File: src/rtl/ysyx_22050078_ifu_pkg.sv
// Shared widths, reset constants, FSM encoding and the fetch-queue payload for the IFU.
package ysyx_22050078_ifu_pkg;

    localparam int unsigned PC_WIDTH   = 64;
    localparam int unsigned INST_WIDTH = 32;
    localparam int unsigned Q_DEPTH    = 2;

    localparam logic [PC_WIDTH-1:0]   IFU_RESET_PC = 64'h8000_0000;
    localparam logic [INST_WIDTH-1:0] INST_NOP     = 32'h0000_0013;

    typedef enum logic [2:0] {
        ST_IDLE = 3'd0,
        ST_REQ  = 3'd1,
        ST_WAIT = 3'd2,
        ST_DROP = 3'd3,
        ST_HALT = 3'd4
    } ifu_state_e;

    typedef struct packed {
        logic                  err;
        logic [PC_WIDTH-1:0]   pc;
        logic [INST_WIDTH-1:0] inst;
    } ifu_entry_t;

    // A faulting entry carries a NOP so the decoder never sees garbage bits.
    function automatic ifu_entry_t fault_entry(input logic [PC_WIDTH-1:0] pc);
        ifu_entry_t e;
        e.err  = 1'b1;
        e.pc   = pc;
        e.inst = INST_NOP;
        return e;
    endfunction

endpackage

File: src/rtl/ysyx_22050078_ifu_if.sv
// IFU boundary: instruction-memory request/response, redirect, and decoder handshake.
interface ysyx_22050078_ifu_if;
    import ysyx_22050078_ifu_pkg::*;

    logic                  req_valid;
    logic                  req_ready;
    logic [PC_WIDTH-1:0]   addr;
    logic                  rsp_valid;
    logic [INST_WIDTH-1:0] rsp_data;
    logic                  rsp_err;
    logic                  redirect_valid;
    logic [PC_WIDTH-1:0]   redirect_pc;
    logic                  inst_valid;
    logic                  inst_ready;
    logic [INST_WIDTH-1:0] inst;
    logic [PC_WIDTH-1:0]   inst_pc;
    logic                  inst_err;
    logic                  halted;

    modport master (
        output req_valid, addr, inst_valid, inst, inst_pc, inst_err, halted,
        input  req_ready, rsp_valid, rsp_data, rsp_err, redirect_valid, redirect_pc, inst_ready
    );

    modport slave (
        input  req_valid, addr, inst_valid, inst, inst_pc, inst_err, halted,
        output req_ready, rsp_valid, rsp_data, rsp_err, redirect_valid, redirect_pc, inst_ready
    );

endinterface

File: src/rtl/ysyx_22050078_ifu_queue.sv
// Synchronous FIFO of fetched entries; flush empties it and may load one entry on the same edge.
module ysyx_22050078_ifu_queue
    import ysyx_22050078_ifu_pkg::*;
#(
    parameter int unsigned DEPTH = Q_DEPTH
) (
    input  logic                     clk,
    input  logic                     rst,
    input  logic                     flush,
    input  logic                     push,
    input  ifu_entry_t               push_entry,
    input  logic                     pop,
    output ifu_entry_t               head,
    output logic [$clog2(DEPTH):0]   count,
    output logic                     empty
);

    localparam int unsigned AW = $clog2(DEPTH);
    localparam int unsigned CW = AW + 1;

    ifu_entry_t      mem [DEPTH];
    logic [AW-1:0]   rd_ptr;
    logic [AW-1:0]   wr_ptr;
    logic [CW-1:0]   count_q;
    logic            do_push;
    logic            do_pop;

    // A pop frees its slot before the push lands, so push-when-full is legal alongside a pop.
    assign do_pop  = pop && (count_q != '0);
    assign do_push = push && ((count_q < CW'(DEPTH)) || do_pop);

    always_ff @(posedge clk or posedge rst) begin
        if (rst) begin
            rd_ptr  <= '0;
            wr_ptr  <= '0;
            count_q <= '0;
            for (int unsigned i = 0; i < DEPTH; i++) begin
                mem[i] <= '0;
            end
        end else if (flush) begin
            rd_ptr  <= '0;
            wr_ptr  <= push ? AW'(1) : '0;
            count_q <= push ? CW'(1) : '0;
            if (push) begin
                mem[0] <= push_entry;
            end
        end else begin
            if (do_push) begin
                mem[wr_ptr] <= push_entry;
                wr_ptr      <= wr_ptr + AW'(1);
            end
            if (do_pop) begin
                rd_ptr <= rd_ptr + AW'(1);
            end
            count_q <= count_q + CW'(do_push) - CW'(do_pop);
        end
    end

    assign head  = mem[rd_ptr];
    assign count = count_q;
    assign empty = (count_q == '0);

endmodule

File: src/rtl/ysyx_22050078_ifu.sv
// Instruction fetch unit: owns the fetch PC, keeps one memory request in flight, queues responses.
module ysyx_22050078_ifu
    import ysyx_22050078_ifu_pkg::*;
#(
    parameter logic [PC_WIDTH-1:0] RESET_PC = IFU_RESET_PC
) (
    input  logic                     clk,
    input  logic                     rst,
    ysyx_22050078_ifu_if.master      bus
);

    localparam int unsigned QCW = $clog2(Q_DEPTH) + 1;

    ifu_state_e          state_q, state_n;
    logic [PC_WIDTH-1:0] fetch_pc_q, fetch_pc_n;
    logic [PC_WIDTH-1:0] req_pc_q, req_pc_n;
    logic                outstanding_q, outstanding_n;
    logic                req_valid_q;
    logic [PC_WIDTH-1:0] addr_q;
    logic                halted_q;

    logic                q_flush;
    logic                q_push;
    ifu_entry_t          q_push_entry;
    logic                q_pop;
    ifu_entry_t          q_head;
    logic [QCW-1:0]      q_count;
    logic                q_empty;
    logic [QCW:0]        occupancy;
    logic                req_fire;
    logic                inst_valid_c;

    ysyx_22050078_ifu_queue #(.DEPTH(Q_DEPTH)) u_queue (
        .clk        (clk),
        .rst        (rst),
        .flush      (q_flush),
        .push       (q_push),
        .push_entry (q_push_entry),
        .pop        (q_pop),
        .head       (q_head),
        .count      (q_count),
        .empty      (q_empty)
    );

    assign req_fire     = req_valid_q && bus.req_ready;
    assign occupancy    = {1'b0, q_count} + (QCW+1)'(outstanding_q);
    assign inst_valid_c = !q_empty && !bus.redirect_valid;
    assign q_pop        = inst_valid_c && bus.inst_ready;

    // Next-state, fetch PC and queue-push decisions; a redirect overrides every state.
    always_comb begin
        state_n       = state_q;
        fetch_pc_n    = fetch_pc_q;
        req_pc_n      = req_pc_q;
        outstanding_n = outstanding_q;
        q_flush       = 1'b0;
        q_push        = 1'b0;
        q_push_entry  = '0;

        if (req_fire) begin
            outstanding_n = 1'b1;
        end else if (bus.rsp_valid) begin
            outstanding_n = 1'b0;
        end

        if (bus.redirect_valid) begin
            q_flush    = 1'b1;
            fetch_pc_n = bus.redirect_pc;
            if (bus.redirect_pc[1:0] != 2'b00) begin
                q_push       = 1'b1;
                q_push_entry = fault_entry(bus.redirect_pc);
                state_n      = ST_HALT;
            end else if (req_fire || (outstanding_q && !bus.rsp_valid)) begin
                // A stale response is still owed by memory; swallow it before fetching again.
                state_n = ST_DROP;
            end else begin
                state_n = ST_IDLE;
            end
        end else begin
            unique case (state_q)
                ST_IDLE: begin
                    if (occupancy < (QCW+1)'(Q_DEPTH)) begin
                        state_n = ST_REQ;
                    end
                end
                ST_REQ: begin
                    if (req_fire) begin
                        req_pc_n   = fetch_pc_q;
                        fetch_pc_n = fetch_pc_q + PC_WIDTH'(4);
                        state_n    = ST_WAIT;
                    end
                end
                ST_WAIT: begin
                    if (bus.rsp_valid) begin
                        q_push = 1'b1;
                        if (bus.rsp_err) begin
                            q_push_entry = fault_entry(req_pc_q);
                            state_n      = ST_HALT;
                        end else begin
                            q_push_entry.err  = 1'b0;
                            q_push_entry.pc   = req_pc_q;
                            q_push_entry.inst = bus.rsp_data;
                            state_n           = ST_IDLE;
                        end
                    end
                end
                ST_DROP: begin
                    if (bus.rsp_valid) begin
                        state_n = ST_IDLE;
                    end
                end
                ST_HALT: begin
                    state_n = ST_HALT;
                end
                default: begin
                    state_n = ST_IDLE;
                end
            endcase
        end
    end

    always_ff @(posedge clk or posedge rst) begin
        if (rst) begin
            state_q       <= ST_IDLE;
            fetch_pc_q    <= RESET_PC;
            req_pc_q      <= '0;
            outstanding_q <= 1'b0;
            req_valid_q   <= 1'b0;
            addr_q        <= '0;
            halted_q      <= 1'b0;
        end else begin
            state_q       <= state_n;
            fetch_pc_q    <= fetch_pc_n;
            req_pc_q      <= req_pc_n;
            outstanding_q <= outstanding_n;
            req_valid_q   <= (state_n == ST_REQ);
            addr_q        <= (state_n == ST_REQ) ? fetch_pc_n : '0;
            halted_q      <= (state_n == ST_HALT);
        end
    end

    assign bus.req_valid  = req_valid_q;
    assign bus.addr       = addr_q;
    assign bus.halted     = halted_q;
    assign bus.inst_valid = inst_valid_c;
    assign bus.inst       = q_head.inst;
    assign bus.inst_pc    = q_head.pc;
    assign bus.inst_err   = q_head.err;

endmodule

File: src/flat_wrapper.sv
// flat-port wrapper written by rule: the top's interface ports become plain ports
module ysyx_22050078_ifu_flat import ysyx_22050078_ifu_pkg::*;
#(
    parameter logic [PC_WIDTH-1:0] RESET_PC = IFU_RESET_PC
)
  (clk, rst, bus_req_valid, bus_addr, bus_inst_valid, bus_inst, bus_inst_pc, bus_inst_err, bus_halted, bus_req_ready, bus_rsp_valid, bus_rsp_data, bus_rsp_err, bus_redirect_valid, bus_redirect_pc, bus_inst_ready);
  ysyx_22050078_ifu_if bus_i ();
  input  logic clk;
  input  logic rst;
  output wire logic [$bits(bus_i.req_valid)-1:0] bus_req_valid;
  output wire logic [$bits(bus_i.addr)-1:0] bus_addr;
  output wire logic [$bits(bus_i.inst_valid)-1:0] bus_inst_valid;
  output wire logic [$bits(bus_i.inst)-1:0] bus_inst;
  output wire logic [$bits(bus_i.inst_pc)-1:0] bus_inst_pc;
  output wire logic [$bits(bus_i.inst_err)-1:0] bus_inst_err;
  output wire logic [$bits(bus_i.halted)-1:0] bus_halted;
  input wire logic [$bits(bus_i.req_ready)-1:0] bus_req_ready;
  input wire logic [$bits(bus_i.rsp_valid)-1:0] bus_rsp_valid;
  input wire logic [$bits(bus_i.rsp_data)-1:0] bus_rsp_data;
  input wire logic [$bits(bus_i.rsp_err)-1:0] bus_rsp_err;
  input wire logic [$bits(bus_i.redirect_valid)-1:0] bus_redirect_valid;
  input wire logic [$bits(bus_i.redirect_pc)-1:0] bus_redirect_pc;
  input wire logic [$bits(bus_i.inst_ready)-1:0] bus_inst_ready;
  assign bus_req_valid = bus_i.req_valid;
  assign bus_addr = bus_i.addr;
  assign bus_inst_valid = bus_i.inst_valid;
  assign bus_inst = bus_i.inst;
  assign bus_inst_pc = bus_i.inst_pc;
  assign bus_inst_err = bus_i.inst_err;
  assign bus_halted = bus_i.halted;
  assign bus_i.req_ready = bus_req_ready;
  assign bus_i.rsp_valid = bus_rsp_valid;
  assign bus_i.rsp_data = bus_rsp_data;
  assign bus_i.rsp_err = bus_rsp_err;
  assign bus_i.redirect_valid = bus_redirect_valid;
  assign bus_i.redirect_pc = bus_redirect_pc;
  assign bus_i.inst_ready = bus_inst_ready;
  ysyx_22050078_ifu #(.RESET_PC(RESET_PC)) u_core (.clk(clk), .rst(rst), .bus(bus_i));
endmodule
File: config.mk
export PLATFORM = sky130hd
export DESIGN_NAME = ysyx_22050078_ifu_flat
export DESIGN_NICKNAME = d
export VERILOG_FILES = /design/src/rtl/ysyx_22050078_ifu_pkg.sv /design/src/rtl/ysyx_22050078_ifu_if.sv /design/src/rtl/ysyx_22050078_ifu_queue.sv /design/src/rtl/ysyx_22050078_ifu.sv /design/src/flat_wrapper.sv
export SDC_FILE = /design/constraint.sdc
export NUM_CORES = 1
export LEC_CHECK = 0
export CAP_MARGIN = 20
export CORE_MARGIN = 3
export CORE_UTILIZATION = 59
export DETAILED_ROUTE_END_ITERATION = 7
export PLACE_DENSITY = 0.86
export SYNTH_ARGS = -nofsm -noshare
export SYNTH_HDL_FRONTEND = slang
export SYNTH_SLANG_ARGS = --single-unit
File: constraint.sdc
create_clock -name clk -period 24.8 [get_ports clk]
set_input_delay 6.2 -clock clk [delete_from_list [all_inputs] [get_ports clk]]
set_output_delay 6.2 -clock clk [all_outputs]
set_load 0.005 [all_outputs]
==> Word level (Yosys, flattened, before mapping) <==
Cells that the tools add are included.
{ "word_totals": {"word_cells": 101, "output_inout_bits": 164, "register_bits": 396, "in_bits": 103} }
{ "op_classes": {"n_lt_le_gt_ge": 5, "n_reduce_logical": 22, "eq_ne": 7, "muxes": 41, "bitwise_logic": 4, "addsub": 6} }
{ "op_table": {"columns": ["operator", "count"], "rows": [
  ["$mux 97", 11],
  ["$mux 64", 4],
  ["$bwmux 194", 1],
  ["$mux 194", 1],
  ["$demux 97 s1", 1],
  ["$add 64x3->64 const B", 1],
  ["$mux 3", 7],
  ["$pmux 3 s5", 1],
  ["$mux 1", 13],
  ["$reduce_bool 2->1", 5],
  ["$logic_and 1x1->1", 7],
  ["$eq 3x1->1 const B", 2],
  ["$eq 3x2->1 const B", 2],
  ["$eq 3x3->1 const B", 2],
  ["$ge 2x2->1 const B", 2],
  ["$mux 2", 2],
  ["$not 1->2", 2],
  ["$reduce_and 2->1", 2],
  ["$add 2x1->3", 1],
  ["$logic_not 1->1", 3],
  ["$logic_not 3->1", 1],
  ["$lt 3x2->1 const B", 1],
  ["$reduce_and 3->1", 1],
  ["$add 1x1->1 const B", 2],
  ["other kinds (8)", 10]
]} }

==> Logic depth before layout (Yosys ltp) <==
Gate-level depths: netlist of run 1.
{ "logic_depth": {"depth_word": 10, "depth_mapped": 11, "mapped_depth_nobuf": 10} }

==> By module <==
From an unflattened synthesis of run 1, not the netlist that was laid out.
{ "hier_totals": {"cells_unflattened": 1584, "hier_area_um2": 18851.8} }
{ "modules_own_cells": {"columns": ["module", "seq_area_each_um2", "area_each_um2", "instances", "cells_each"], "rows": [
  ["ysyx_22050078_ifu", 4956.0, 10221.1, 1, 1043],
  ["ysyx_22050078_ifu_queue", 4954.8, 8630.8, 1, 541]
]} }

==> Worst setup path before layout of run 1 <==
Ideal clock, no wire load.
{ "synth_timing": {"path_kind": "input -> output", "start": "input port bus_redirect_valid", "end": "output port bus_inst_valid", "t_required_ps": 18600, "n_path_buf": 2, "slack_ps": 11883, "cell_stages": 3, "arrival_time_ps": 6717, "path_cell_list": "buf_2 clkbuf_1 nor2_1"} }
{ "synth_between": {"elab_chain_len": 2} }
{ "synth_lines": {"columns": ["item", "line", "text"], "rows": [
  ["from (decl)", "flat_wrapper.sv:21", "input wire logic [$bits(bus_i.redirect_valid)-1:0] bus_redirect_valid;"],
  ["$logic_not 1->1", "ysyx_22050078_ifu.sv:47", "assign inst_valid_c = !q_empty && !bus.redirect_valid;"],
  ["$logic_and 1x1->1", "ysyx_22050078_ifu.sv:47", null],
  ["to (decl)", "flat_wrapper.sv:12", "output wire logic [$bits(bus_i.inst_valid)-1:0] bus_inst_valid;"]
]} }
No other way between the ends.

==> Final worst setup path of run 1 <==
Ends and elaborated chain as after synthesis.

==> metrics, run 1 <==
die area=32800 µm²; max-cap check violation count=0; endpoints failing setup=0; Worst R2R Start=u_core.state_q[1]$_DFF_PP0_; crit end category=primary output; Post-CTS Resized=0; Row Count=63; worst-path maximum fanout=45; Area Growth Syn to Fin=22.6%; number of port buffers=266; chip height=181 µm; via count=around 15000; total core area=29900 µm²; LEAKAGE=around 9.7 nW; reg-to-reg endpoint=u_core.u_queue.mem[188]$_DFFE_PP0P_; FMAX=74.4 MHz; placed cell count=approximately 2300; setup TNS=0 ns; syn_nets=1802; Longest Clk Path Bufs=3; RSZ-0062 raised after global routing=no; crit share post-route=54.2%; routability congestion estimate=0.834; YS warnings=0; initial DRC count=1564; final std cells w/o fill=2331; Slew @ Worst Pin=1.09 ns; sequential fraction of the synthesis area=between 50% and 60%; ys flop type=dfrtp_1; post-DP HPWL=32.9 mm; Tot GR Track Use=30.2%; clk slew on worst S/H paths=about 0.06 ns; CTS tree=built; post-DR vias/cell=about 6.3; Slew HR=27.4%; PwrDens=70.8 nW/µm²; post-layout util=74.2%; Unique masters post-synth=69; hold path depth=2; Hold Path Class=reg2reg; register bit total from synthesis=396; Pins Over Slew Limit=0; CTS HTree Levels=2; status=finished clean; WS Path Type=in2out; Root Buffer=clkbuf_16; HP Start=u_core.u_queue.mem[158]$_DFFE_PP0P_; Routed Antenna Nets=0; worst r2r path cells=6; Power, Total=0.00157 W; cts hold-fix bufs=0; Total Routed Length=around 50 mm; first drt pass iteration count=6; Nets=2016; Mapped Area=18100 µm²; maximum VDD drop=~0.000053 V; CTS Buf Count=41; r2r setup slk=21.81 ns; Clk Latency, worst-skew pair=approximately 0.53 ns; proportion of layout cells with a drive suffix above 1=14.9%; initial antenna violation count=1; postcts setup bufs=0; startpoint types=input pin; number of enable flip-flop cells after synthesis=0; Tmin final=13.44 ns; initial core utilization=60.5%; Final Hold Viols=0; DRC viols=0; vias in the first global route=approximately 15000; pin count of the biggest net entering global routing=between 100 and 150; Min-Delay Endpoint=u_core.u_queue.mem[158]$_DFFE_PP0P_; average wire per standard cell=21.6 µm; global-route wire length before repair=between 80 and 90 mm; Synth Instances=1696; CTS sink count=396; die width=181 µm; crit path DAT=7.24 ns; Post-Syn Area per Cell=10.7 µm²; Req. time, crit path=18.60 ns; Synth async-reset ratio=100%; Congestion Overflow GR=0; worst clock skew=0.0189 ns; total I/O pin count=~270
==> synthesized netlist by cell type (4+ instances only) <==
cell type  count  area (µm²)
a211oi_1      13        97.6
a21o_1         6        45.0
a21oi_1       38         190
a22o_1        31         272
a22oi_1       70         526
a311oi_1       4        35.0
a31oi_1       17         106
and2_1        21         131
and3_1        12        75.1
and4_1         9        78.8
buf_1         12        45.0
buf_2         26         130
buf_6         11         124
clkbuf_1      62         233
dfrtp_1      395        9880
inv_1         30         113
mux2_2       168        1890
nand2_1      257         965
nand3_1       35         175
nand4_1       31         194
nor2_1        73         274
nor2b_1       19         119
nor3_1        24         120
nor3_2         5        50.1
nor3b_1        4        30.0
nor4_1        11        68.8
o211ai_1       4        30.0
o21ai_0      128         641
o21ai_1       60         300
o31ai_1       13        97.6
or3_1          4        25.0
or4_1         15         113
xnor2_1       12         105
xor2_1        16         140
==> worst max path at each step <==
stage                       startpoint  depth (start not counted)  slack, ns                           end
floorplan                          rst                          1       7.59  u_core.bus.addr[0]$_DFF_PP0_
global placement    bus_redirect_valid                          3      11.42                bus_inst_valid
detailed placement  bus_redirect_valid                          3      11.38                bus_inst_valid
CTS                 bus_redirect_valid                          3      11.37                bus_inst_valid
global route        bus_redirect_valid                          3      11.31                bus_inst_valid
finish              bus_redirect_valid                          3      11.36                bus_inst_valid
==> placed cells by master (no fill, tap or decap), drive strengths merged, types with 21 or more instances in the layout <==
cell type / netlist / layout
nand3: 36 / 36
mux2: 168 / 168
a21oi: 38 / 38
nand4: 35 / 35
inv: 30 / 31
nor3: 31 / 31
dfrtp: 395 / 395
a22o: 31 / 31
clkbuf: 62 / 62
nand2: 258 / 258
o21ai: 188 / 188
and2: 21 / 21
nor2: 76 / 76
a22oi: 70 / 70
clkdlybuf4s50: 0 / 265
==> metrics by stage <==
stage | cell area [µm²] | hold WS, ns | worst slack (ns)
4_1_cts | 22200 | 0.479 | 11.37
3_5_place_dp | 20900 | 0.466 | 11.38
3_3_place_gp | 20900 | 0.456 | 11.42
5_1_grt | 22200 | 0.506 | 11.31
6_report | 22200 | 0.476 | 11.36
2_1_floorplan | 18100 | 0.444 | 7.59
==> metal layers <==
metal  routed length, µm  part of all wire (%)  global-route usage (%)
met1               20500                    41                    41.2
met2               24400                    48                    49.2
met3                3670                   7.3                    5.34
met4                1860                   3.7                    11.0
met5                   0                     0                       0
==> flip-flops by register name (all words and copies together), names as in the netlist <==
signal	count
u_core.bus.req_valid	1
u_core.bus.halted	1
u_core.bus.addr	64
u_core.u_queue.rd_ptr	1
u_core.state_q	3
u_core.u_queue.count	2
u_core.u_queue.wr_ptr	1
u_core.req_pc_q	64
u_core.fetch_pc_q	64
u_core.u_queue.mem	194
u_core.outstanding_q	1
==> final cells by class <==
cell class,count,area (µm²)
flip-flops and latches,396,9910
fillers,2019,7710
multi-input cells,1156,7530
repair buffers,285,2800
clock buffers,62,1220
well taps,390,488
inverters,30,120
clock inverters,11,86.3
diodes,1,2.50
==> critical path: stages <==
cell and delay [ns]:
buf_4 0.41, nor2_1 0.15, clkdlybuf4s50_1 0.47
==> report_power, final <==
group,switching [W],internal (W)
clock,0.000250,0.000349
combinational,0.000116,0.000119
sequential,0.0000428,0.000691
total,0.000408,0.00116
==> cell families after synthesis <==
group | share of synthesized area (%)
AO/OA/AOI/OAI | 14.2
buffers and inverters | 3.69
adder cells (fa/ha/maj) | 0.208
flip-flops | 54.8
AND/OR/NAND/NOR | 15.2
multiplexers | 10.6
XOR/XNOR | 1.36
No activity file was read; power rests on OpenSTA's default activity.
==> run 2: changes to the inputs <==
Settings changed: CORE_UTILIZATION 59 to 49, PLACE_DENSITY 0.86 to 0.76.
Clock period 24.8 ns to 11.6 ns, I/O delays scaled along.
==> metrics, run 2 (synthesized netlist as in run 1, its figures left out) <==
HP Start=u_core.u_queue.mem[156]$_DFFE_PP0P_; Tmin final=about 6.8 ns; Slew @ Worst Pin=1.00 ns; worst-path maximum fanout=44; chip height=around 200 µm; Root Buffer=clkbuf_16; RSZ-0062 raised after global routing=no; postcts setup bufs=0; number of port buffers=266; commonest non-fill, non-tap cell in the layout=dfrtp_1; setup TNS=0 ns; maximum VDD drop=0.0000966 V; clk slew on worst S/H paths=0.06 ns; FMAX=approximately 150 MHz; crit end category=primary output; Area Growth Syn to Fin=23.5%; global-route wire length before repair=79.5 mm; post-layout util=just over 60%; status=finished clean; # diodes=0; area occupied by multi-input gates=7530 µm²; worst r2r path cells=5; total core area=36000 µm²; vias in the first global route=14300; r2r setup slk=8.49 ns; most frequent cells in the layout=394 x dfrtp_1, 265 x clkdlybuf4s50_1, 257 x nand2_1, 168 x mux2_2, 128 x o21ai_0; crit path DAT=3.88 ns; routability congestion estimate=0.874; Worst R2R Start=u_core.state_q[1]$_DFF_PP0_; Clk Latency, worst-skew pair=0.54 ns; Hold Path Class=reg2reg; cts hold-fix bufs=0; Longest Clk Path Bufs=3; Final Hold Viols=0; register area=9910 µm²; die width=198 µm; die area=39200 µm²; first drt pass iteration count=6; startpoint types=input pin; Total Routed Length=49.9 mm; Nets=2016; initial core utilization=50.2%; reg-to-reg endpoint=u_core.u_queue.mem[102]$_DFFE_PP0P_; Post-CTS Resized=0; CTS sink count=~400; CTS tree=built; CTS HTree Levels=2; proportion of layout cells with a drive suffix above 1=between 10% and 20%; post-DR vias/cell=between 5 and 6; max reg flops=~190; Min-Delay Endpoint=u_core.u_queue.mem[156]$_DFFE_PP0P_; Fillers=2815; worst clock skew=0.0123 ns; Largest Register=u_core.u_queue.mem; initial antenna violation count=0; DRC viols=0; via count=14100; CTS Buf Count=42; Congestion Overflow GR=0; Pins Over Slew Limit=0; average wire per standard cell=20.8 µm; endpoints failing setup=0; crit share post-route=between 50 and 60%; LEAKAGE=9.68 nW; pin count of the biggest net entering global routing=180; Req. time, crit path=8.70 ns; WS Path Type=in2out; DP Worst Slack=between 4 and 5 ns; dpl cell area=~21000 µm²; initial DRC count=1114; Row Count=69; hold path depth=2; Tot GR Track Use=25.2%; Slew HR=32.6%; max-cap check violation count=0; Setup WS post-layout=4.82 ns; total I/O pin count=267; post-DP HPWL=32.8 mm; PwrDens=152 nW/µm²; Routed Antenna Nets=0; fin area=between 20000 and 25000 µm²
-- run 2: cell count changes in the layout (fill, tap and decap cells not counted), sizes merged --
cell and change:
diode -1, clkbuf +2, inv -2, bufinv +1, buf -1, clkinv -3
-- run 2: where the power goes --
part | switching, W | total (W) | leakage (nW) | internal (W)
Combinational | 0.000242 | 0.000497 | 3.75 | 0.000255
Sequential | 0.0000938 | 0.00157 | 5.27 | 0.00148
Clock | 0.000536 | 0.00133 | 0.667 | 0.000793
-- run 2: worst max-delay path by stage --
stage,cells after the start,end,slack [ns],start
2_1_floorplan,1,u_core.bus.addr[0]$_DFF_PP0_,3.37,rst
3_3_place_gp,3,bus_inst_valid,4.83,bus_redirect_valid
3_5_place_dp,3,bus_inst_valid,4.81,bus_redirect_valid
4_1_cts,3,bus_inst_valid,4.81,bus_redirect_valid
5_1_grt,3,bus_inst_valid,4.71,bus_redirect_valid
6_report,3,bus_inst_valid,4.82,bus_redirect_valid
-- run 2: per-stage QoR --
step	total power, W	instances	hold slack [ns]
6_report	0.00340	2398	0.474
5_1_grt	0.00354	2398	0.498
4_1_cts	0.00342	2397	0.478
3_5_place_dp	0.00209	2326	0.466
3_3_place_gp	0.00208	2326	0.456
2_1_floorplan	0.00183	1696	0.444
-- run 2: routing by layer --
layer / part of all wire, % / up-vias / wire length (µm) / global-route usage, %
met5: 0 / - / 0 / 0
met4: 2.4 / 0 / 1200 / 6.89
met3: 6.2 / 94 / 3110 / 4.10
met2: 47 / 491 / 23500 / 40.7
met1: 44 / 7061 / 22100 / 35.6
li1: - / 6482 / - / -
-- run 2: final cells by class --
| class | instances | area share (%) |
|---|---|---|
| Clock inverter | 7 | 0.381 |
| Inverter | 30 | 0.521 |
| Sequential cell | 396 | 44.4 |
| Tap cell | 461 | 2.58 |
| Multi-Input combinational cell | 1156 | 33.7 |
| Timing Repair Buffer | 284 | 12.7 |
| Clock buffer | 64 | 5.68 |
-- run 2: worst max-delay path: stages --
cell and delay [ns]:
buf_4 0.24, nor2_1 0.21, clkdlybuf4s50_1 0.52
==> run 3: changes to the inputs <==
Settings changed: CORE_UTILIZATION 49 to 55, PLACE_DENSITY 0.76 to 0.81.
Clock period 11.6 ns to 7 ns, I/O delays scaled along.
==> metrics, run 3 (synthesized netlist as in run 1, its figures left out) <==
Final Hold Viols=0; Slew @ Worst Pin=1.05 ns; average wire per standard cell=slightly above 20 µm; Clk Latency, worst-skew pair=0.53 ns; proportion of layout cells with a drive suffix above 1=between 15 and 20%; Congestion Overflow GR=0; Top Usage Layer GRT=met2; CTS HTree Levels=2; Root Buffer=clkbuf_16; commonest non-fill, non-tap cell in the layout=dfrtp_1; crit share post-route=69.6%; Fillers=~2300; initial DRC count=about 1400; crit path DAT=3.13 ns; worst hold margin=0.473 ns; Power, Total=0.00568 W; Pins Over Slew Limit=0; worst r2r path cells=5; M2 GR Usage=45.6%; Tmin final=4.88 ns; postcts setup bufs=0; die area=35100 µm²; register area=9910 µm²; RSZ-0062 raised after global routing=no; Setup WS post-layout=2.12 ns; cell chain of the critical path=buf_4 -> mux2_2 -> clkdlybuf4s50_1; vias in the first global route=roughly 14000; post-layout util=70.1%; Tot GR Track Use=~28%; DRC viols=0; CP Depth=3; number of port buffers=roughly 270; most frequent cells in the layout=394 x dfrtp_1, 265 x clkdlybuf4s50_1, 257 x nand2_1, 168 x mux2_2, 128 x o21ai_0; area occupied by multi-input gates=7530 µm²; clk slew on worst S/H paths=0.06 ns; chip height=187 µm; crit end category=primary output; die width=187 µm; met3 Resource Use GR=4.37%; PwrDens=254 nW/µm²; Slew HR=30.3%; Slowest-stage cell, CP=dfrtp_4; Hold Path Class=reg2reg; total core area=32000 µm²; global-route wire length before repair=79.0 mm; initial antenna violation count=1; FMAX=205 MHz; endpoints failing setup=0; routability congestion estimate=0.830; total I/O pin count=267; CTS sink count=396; first drt pass iteration count=7; via count=14200; Crit path buffers/inverters=2; startpoint types=flip-flop; CTS tree=built; status=finished clean; Max stage delay on crit path=1.11 ns; LEAKAGE=9.73 nW; Area Growth Syn to Fin=23.9%; setup TNS=0 ns; max reg flops=194; post-DR vias/cell=5.97; Total Routed Length=between 40 and 50 mm; maximum VDD drop=0.000232 V; cell family with most CP delay=flip-flops; Largest Register=u_core.u_queue.mem; Routed Antenna Nets=0; post-DP HPWL=around 32 mm; cts hold-fix bufs=0; Nets=around 2000; worst clock skew=0.0158 ns; Req. time, crit path=5.25 ns; WS Path Type=reg2out; CTS Buf Count=42; Longest Clk Path Bufs=3; initial core utilization=56.5%; hold path depth=2; Row Count=65; met1 Usage GRT=38.2%; worst-path maximum fanout=68; DP Worst Slack=approximately 2.0 ns; Post-CTS Resized=0; max-cap check violation count=0; pin count of the biggest net entering global routing=178
## run 3: report_power, final
group | leakage (nW) | switching [W] | internal [W]
Sequential | 5.27 | 0.000174 | 0.00245
Combinational | 3.76 | 0.000384 | 0.000426
Clock | 0.707 | 0.000890 | 0.00136
## run 3: metal layers
| layer | wire length (µm) | part of all wire (%) | up-vias |
|---|---|---|---|
| li1 | - | - | 6496 |
| met1 | 21100 | 43 | 7110 |
| met2 | 23600 | 48 | 520 |
| met3 | 2990 | 6.1 | 71 |
| met4 | 1170 | 2.4 | 0 |
| met5 | 0 | 0 | - |
## run 3: metrics by stage
| step | cell area (µm²) | cells |
|---|---|---|
| after floorplan | 18100 | 1696 |
| after global placement | 20900 | 2299 |
| after detailed placement | 20900 | 2300 |
| after CTS | 22400 | 2377 |
| after global routing | 22400 | 2379 |
| final | 22400 | 2379 |
## run 3: final timing paths
kind / startpoint / end / slack, ns
max in group asynchronous: rst / u_core.u_queue.mem[130]$_DFFE_PP0P_ / 4.26
max: u_core.u_queue.rd_ptr$_DFFE_PP0P_ / bus_inst[31] / 2.12
max reg2reg: u_core.state_q[0]$_DFF_PP0_ / u_core.req_pc_q[58]$_DFFE_PP0P_ / 4.20
min: u_core.u_queue.mem[37]$_DFFE_PP0P_ / u_core.u_queue.mem[37]$_DFFE_PP0P_ / 0.47
min in group asynchronous: rst / u_core.u_queue.mem[115]$_DFFE_PP0P_ / 1.52
min reg2reg: u_core.u_queue.mem[37]$_DFFE_PP0P_ / u_core.u_queue.mem[37]$_DFFE_PP0P_ / 0.47
## run 3: worst reg2reg max path: cells and delay by family, from the launching register on
kind	cells	cell delay (ns)
and+or+nand+nor	3	1.09
muxes	1	0.50
DFF	1	0.44
buffers and inverters	1	0.65
## run 3: layout make-up
class,count,share of cell area [%]
antenna,1,0.0112
clock buffer,67,6.02
clock inverter,10,0.374
inverter,30,0.519
multi-input combinational,1156,33.6
sequential,396,44.3
tap,435,2.43
timing repair buffer,284,12.8
